## src/rtl/led_game_sequencer.sv

```systemverilog
// Run controller for the two-walker LED bounce game: step enables for both walkers,
// Mr1 direction, bounce counting and the IDLE/RUN/PAUSE/OVER sequence.
module led_game_sequencer #(
  parameter int unsigned TICK_DIV   = 8388608,
  parameter int unsigned MR3_RATIO  = 4,
  parameter int unsigned MAX_BOUNCE = 100
) (
  input  logic       clk,
  input  logic       rst,
  input  logic       start,
  input  logic       pause,
  input  logic       speed,
  input  logic       collide,
  output logic       load_init,
  output logic       mr1_step,
  output logic       mr3_step,
  output logic       dir,
  output logic [1:0] state,
  output logic [7:0] bounce_cnt,
  output logic       game_over
);

  localparam int unsigned CW = $clog2(2 * TICK_DIV);
  localparam int unsigned SW = (MR3_RATIO > 1) ? $clog2(MR3_RATIO) : 1;
  localparam logic [CW-1:0] LastFast   = CW'(TICK_DIV - 1);
  localparam logic [CW-1:0] LastSlow   = CW'(2 * TICK_DIV - 1);
  localparam logic [SW-1:0] SubLast    = SW'(MR3_RATIO - 1);
  localparam logic [7:0]    BounceEnd  = 8'(MAX_BOUNCE);

  typedef enum logic [1:0] {
    StIdle  = 2'b00,
    StRun   = 2'b01,
    StPause = 2'b10,
    StOver  = 2'b11
  } state_e;

  state_e        state_q, state_d;
  logic [CW-1:0] cnt_q, cnt_d;
  logic [SW-1:0] sub_q, sub_d;
  logic          spd_q, spd_d;
  logic          dir_q, dir_d;
  logic [7:0]    bounce_q, bounce_d;
  logic          load_q, load_d;
  logic          mr1_q, mr1_d;
  logic          mr3_q, mr3_d;
  logic          over_q, over_d;
  logic [CW-1:0] cnt_last;

  assign cnt_last = spd_q ? LastSlow : LastFast;

  always_comb begin
    state_d  = state_q;
    cnt_d    = cnt_q;
    sub_d    = sub_q;
    spd_d    = spd_q;
    dir_d    = dir_q;
    bounce_d = bounce_q;
    load_d   = 1'b0;
    mr1_d    = 1'b0;
    mr3_d    = 1'b0;
    if (start) begin
      state_d  = StRun;
      cnt_d    = '0;
      sub_d    = '0;
      bounce_d = '0;
      dir_d    = 1'b1;
      load_d   = 1'b1;
      spd_d    = speed;
    end else begin
      case (state_q)
        StRun: begin
          if (pause) begin
            state_d = StPause;
          end else if (cnt_q == cnt_last) begin
            cnt_d = '0;
            mr1_d = 1'b1;
            spd_d = speed;
            mr3_d = (sub_q == SubLast);
            sub_d = (sub_q == SubLast) ? '0 : sub_q + SW'(1);
          end else begin
            cnt_d = cnt_q + CW'(1);
          end
        end
        StPause: if (pause) state_d = StRun;
        default: ;
      endcase
      // collide reflects the pre-move positions presented while mr1_step is high
      if (mr1_q && collide) begin
        dir_d = ~dir_q;
        if (bounce_q != 8'hFF) bounce_d = bounce_q + 8'd1;
        if (bounce_d == BounceEnd) state_d = StOver;
      end
    end
    over_d = (state_d == StOver);
  end

  always_ff @(posedge clk or posedge rst) begin
    if (rst) begin
      state_q  <= StIdle;
      cnt_q    <= '0;
      sub_q    <= '0;
      spd_q    <= 1'b0;
      dir_q    <= 1'b1;
      bounce_q <= '0;
      load_q   <= 1'b0;
      mr1_q    <= 1'b0;
      mr3_q    <= 1'b0;
      over_q   <= 1'b0;
    end else begin
      state_q  <= state_d;
      cnt_q    <= cnt_d;
      sub_q    <= sub_d;
      spd_q    <= spd_d;
      dir_q    <= dir_d;
      bounce_q <= bounce_d;
      load_q   <= load_d;
      mr1_q    <= mr1_d;
      mr3_q    <= mr3_d;
      over_q   <= over_d;
    end
  end

  assign load_init  = load_q;
  assign mr1_step   = mr1_q;
  assign mr3_step   = mr3_q;
  assign dir        = dir_q;
  assign state      = state_q;
  assign bounce_cnt = bounce_q;
  assign game_over  = over_q;

endmodule

```

## config.mk

```make
export PLATFORM = sky130hd
export DESIGN_NAME = led_game_sequencer
export DESIGN_NICKNAME = d
export VERILOG_FILES = /design/src/rtl/led_game_sequencer.sv
export SDC_FILE = /design/constraint.sdc
export NUM_CORES = 1
export LEC_CHECK = 0
export ABC_CLOCK_PERIOD_IN_PS = 3500
export CAP_MARGIN = 5
export CORE_MARGIN = 4
export CORE_UTILIZATION = 60
export CTS_BUF_LIST = sky130_fd_sc_hd__clkbuf_4
export CTS_CLUSTER_DIAMETER = 150
export DETAILED_ROUTE_END_ITERATION = 10
export GPL_TIMING_DRIVEN = 0
export PLACE_DENSITY_LB_ADDON = 0.12
export SYNTH_ARGS = -nofsm -noshare
export SYNTH_HDL_FRONTEND = slang
export SYNTH_SLANG_ARGS = --single-unit
export TNS_END_PERCENT = 30
```

## constraint.sdc

```tcl
create_clock -name clk -period 3.5 [get_ports clk]
set_input_delay 0.525 -clock clk [delete_from_list [all_inputs] [get_ports clk]]
set_output_delay 0.525 -clock clk [all_outputs]
set_load 0.05 [all_outputs]
```

; Yosys cells after proc, flatten, opt, wreduce, memory -nomap -nowiden
; Index checks and enable logic that the tools add are counted.
[word_totals]
input_bits = 6
mem_bits_ro = 0
latch_bits = 0
out_inout_bits = 15
ramBits = 0
register_bits = 42
mem_count = 0
[op_classes]
n_shift = 0
bitwise_logic = 1
mul = 0
n_mux = 36
addsub = 3
n_reduce_logical = 6
magnitude_cmp = 0
n_eq_ne = 8
n_div = 0
[ops]
columns = cell, n
row1 = $mux 24, 5
row2 = $mux 8, 5
row3 = $add 24x1->24 const B, 1
row4 = $eq 24x24->1, 1
row5 = $mux 2, 10
row6 = $mux 1, 15
row7 = $add 8x1->8 const B, 1
row8 = $eq 8x7->1 const B, 1
row9 = $ne 8x8->1 const B, 1
row10 = $eq 2x2->1 const B, 3
row11 = $reduce_bool 2->1, 3
row12 = $pmux 2 s2, 1
row13 = $reduce_and 3->1, 1
row14 = $add 2x1->2 const B, 1
row15 = $eq 2x1->1 const B, 1
row16 = $ne 2x2->1 const B, 1
row17 = $reduce_and 2->1, 1
row18 = $logic_and 1x1->1, 1
row19 = $not 1->1, 1

; Depth between registers and ports, before layout
[depth]
ltp_word = 9
ltp_mapped = 7
ltp_nobuf = 6

; Least setup slack after synthesis
; OpenSTA, ideal clock, no wires.
[synth_timing]
path_type = reg2reg
start = reg bounce_q[1] (netlist: bounce_cnt[1])
end = reg over_q (netlist: game_over)
path_buffers = 0
t_required_ps = 3422
path_stages_with_launch = 6
arrival_time_ps = 2046
path_slack_ps = 1376
path_cell_list = dfrtp_1 ha_1 nand2b_1 or4b_1 or3_1 a21oi_1
[synth_between]
elab_chain_cells = 9
word_cells_on_any_way = 10
cone_classes = 1 x add/sub / 3 x eq/ne / 6 x mux
[synth_rtl]
columns = element, line_no
row1 = from (decl), 42  ; logic [7:0] bounce_q, bounce_d;
row2 = from (signal assigned), 115  ; bounce_q <= bounce_d;
row3 = $add 8x1->8 / $ne 8x8->1 (equally long branches), 90  ; if (bounce_q != 8'hFF) bounce_d = bounce_q + 8'd1;
row4 = $mux 8 *, 90
row5 = $mux 8 *, 88  ; if (mr1_q && collide) begin
row6 = $mux 8 *, 61  ; if (start) begin
row7 = $eq 8x7->1 *, 91  ; if (bounce_d == BounceEnd) state_d = StOver;
row8 = $mux 2 *, 91
row9 = $mux 2 *, 88
row10 = $mux 2 *, 61
row11 = $eq 2x2->1 *, 94  ; over_d = (state_d == StOver);
row12 = via over_d, 46  ; logic over_q, over_d;
row13 = to (signal assigned), 119  ; over_q <= over_d;
row14 = to (decl), 46
; Mark *: on every way through the listed nets, which the timed path passes. The rest lies on a longest branch. The select of a mux whose other input is x is not followed.
; A chain may end at the register's enable or synchronous reset.

; Worst setup path in the final report
[layout_timing]
start = reg dir_q (netlist: dir)
end = out dir
[layout_rtl]
columns = element, line_no
row1 = from (decl), 41  ; logic dir_q, dir_d;
row2 = from (signal assigned), 114  ; dir_q <= dir_d;
row3 = to (decl), 17  ; output logic dir,
; No word-level cell between the ends.

==> run_results.csv <==
group,metric,value,unit
detailed_routing,drt-initial-drc-count,111,
cts,post_cts_resized,0,
power,cellLeakagePower,1.09,nW
detailed_routing,first_pass_iters,4,
critical_path,endpoint_kind,"output port",
critical_path,worst-path-buf-inv,1,
power,p_switching,0.213,mW
critical_path,cp.required,2970,ps
die,die_area,4620,um2
cts,cts_sinks,42,
placed_design,dpl.cell_count,286,
critical_path,critPathKind,"reg2out",
placed_design,io_buffers,20,
sta,hold_violations,0,
cells_and_area,fillCellCount,272,
die,die_w,67.9,um
yosys,yosys_warnings,0,
cts,cts_tree,"built",
placed_design,place_congestion,0.785,
power,peakVddDrop,234,uV
yosys,syn_avg_cell_area,9.80,um2
cells_and_area,final_nets,256,
cells_and_area,syn_to_final_growth,15.8,%
cells_and_area,layout-drive-gt1-share,0.0766,
sta,period_minus_slack,2250,ps
sta,finClkSkew,5.20,ps
cts,cts_buffers,5,
power,power_frac_comb,0.068,
die,chipHeight,67.9,um
global_route,grt_max_degree,43,
cts,clk_pin_slew,130,ps
yosys,syn_nets,229,
sta,finalMaxSlewViolations,0,
sta,fin_setup_tns,0,ps
cts,clk_path_buf_depth,2,
critical_path,start_kind,"flip-flop",
cells_and_area,instances_no_fill,294,
yosys,synth_top_area_frac,0.476,
detailed_routing,routed_wl,4200,um
sta,setup_viol,0,
detailed_routing,antenna_left,0,
global_route,grt_pass1_vias,1709,
detailed_routing,wl_per_cell,14.3,um
power,cellPowerDensity,354,nW/um2
placed_design,hpwl,2930,um
cells_and_area,seq_area,1050,um2
sta,relSlewSlack,0.424,
global_route,grt-ovfl-total,0,
critical_path,cp_cell_sequence,"clkdlybuf4s50_1",
die,coreArea,3420,um2
power,internal_power,0.670,mW
min_path,hp-class,"reg2reg",
yosys,ys_ff_latch,42,
detailed_routing,vias,1667,
cells_and_area,diodes,0,
global_route,grt.total_usage,0.213,
critical_path,path_max_fanout,2,
sta,fmax,0.444,GHz
run,cap_viol_max_count,0,
critical_path,cp_top_family,"buffers and inverters",
sta,worstMarginPinSlew,862,ps
yosys,syn_area,2160,um2
critical_path,critPathArrivalTime,1730,ps
critical_path,crit_slowest_cell,"clkdlybuf4s50_1",
global_route,grt_pass1_wl,7380,um
detailed_routing,avgViaCountPerCell,5.67,
yosys,synth_cells,220,
sta,period_share,0.643,
yosys,ys_seq_area_frac,0.488,
status,status,"complete, no violations",
detailed_routing,route.detailed.drc,0,
cts,htree_levels,2,
global_route,antenna_found_initial,0,
die,rows,21,
yosys,yosys.cell_types.count,38,
power,pwr-share-seq,0.564,
power,p_sw_frac,0.241,
cts,clk_latency,360,ps
power,clockPowerShare,0.367,
die,io_pins,21,
cts,root_buffer,"clkbuf_4",
cells_and_area,layout_common_cells,"nor2_1, dfrtp_1, xor2_1, clkdlybuf4s50_1, nand2_1",
cells_and_area,multi_input_area,1050,um2
sta,rsz0062_at_grt,"no",
cts,hold_buffers,0,
die,initial_core_util,0.631,
yosys,synth_area_leaders,"dfrtp_1, xor2_1, nor2_1, nand3_1, xnor2_1",
critical_path,cp_slowest_stage_delay,800,ps
cts,cts_setup_buffers,0,
yosys,synth_top_area_cell,"dfrtp_1",
power groups by stage:
| stage | combinational [mW] | clock (mW) | sequential [mW] |
|---|---|---|---|
| after floorplan | 0.0296 | 0 | 0.516 |
| after global placement | 0.0602 | 0 | 0.507 |
| after detailed placement | 0.0613 | 0 | 0.507 |
| after CTS | 0.0617 | 0.330 | 0.498 |
| after global routing | 0.0664 | 0.349 | 0.499 |
| final | 0.0604 | 0.324 | 0.498 |
per-stage QoR:
step	worst slack [ps]	area (um2)	power, mW	hold slack [ps]	util
after floorplan	1380	2160	0.546	490	-
after global placement	1040	2410	0.567	513	0.707
after detailed placement	985	2410	0.569	530	0.707
after CTS	1230	2500	0.890	560	0.731
after global routing	1190	2500	0.915	587	0.731
final	1250	2500	0.883	560	0.731
area by class of cell:
type                       count  share of cell area
timing repair buffer          20              0.0802
buffer                        10              0.0206
tap                           46              0.0231
inverter                       1             0.00150
clock buffer                   6              0.0180
clock inverter                 2              0.0150
sequential                    42               0.422
multi-input combinational    167               0.420
routing by layer:
metal | wire [um] | track usage | vias up | part of all wire
li1 | - | - | 810 | -
met1 | 1940 | 0.266 | 820 | 0.46
met2 | 2050 | 0.357 | 31 | 0.49
met3 | 141 | 0.0525 | 6 | 0.034
met4 | 56 | 0.0794 | 0 | 0.013
met5 | 0 | 0 | - | 0
kinds of logic (layout without fill, tap and decap cells):
group                      count (synthesis)  after routing  share of synthesized area
buffers and inverters                     11             39                     0.0255
xor gates and xnor gates                  29             29                      0.118
DFF                                       42             42                      0.488
AOI/OAI and AO/OA                         15             15                     0.0470
and+or+nand+nor                          114            114                      0.276
muxes                                      6              6                     0.0284
adders and majority gates                  3              3                     0.0174
state kept, by name, indices dropped and copies added (netlist names):
signal,cells
cnt_q,24
load_init,1
sub_q,2
spd_q,1
mr3_step,1
state,2
game_over,1
bounce_cnt,8
dir,1
mr1_step,1
worst paths after layout:
kind | from | end | slack, ps | cells after the start
max in group asynchronous | rst | cnt_q[11] | 2320 | 2
hold / removal | sub_q[1] | sub_q[1] | 560 | 2
setup reg to reg | bounce_cnt[0] | game_over | 1510 | 5
setup / recovery | dir | dir | 1250 | 1
hold reg to reg | sub_q[1] | sub_q[1] | 560 | 2
min in group asynchronous | rst | cnt_q[20] | 640 | 2
Yosys cell counts:
cell type,count
dfrtp_1,41
nor2_1,41
xor2_1,20
nand2_1,18
nand3_1,16
xnor2_1,9
nand4_1,8
a21oi_1,7
clkbuf_1,5
mux2i_1,5
nand2b_1,5
nor3_1,5
and3_1,4
and4_1,4
and2_1,3
buf_4,3
ha_1,3
nand4_2,2
or3_1,2
a211oi_1,1
a22oi_1,1
a311oi_1,1
a41o_1,1
buf_2,1
clkbuf_2,1
dfstp_2,1
inv_1,1
mux2_1,1
nor2b_1,1
nor3b_1,1
nor3b_4,1
nor4_1,1
nor4_4,1
o2111a_1,1
o2111ai_1,1
o21a_1,1
o21ai_1,1
or4b_1,1
(Power assumes the default switching activity.)
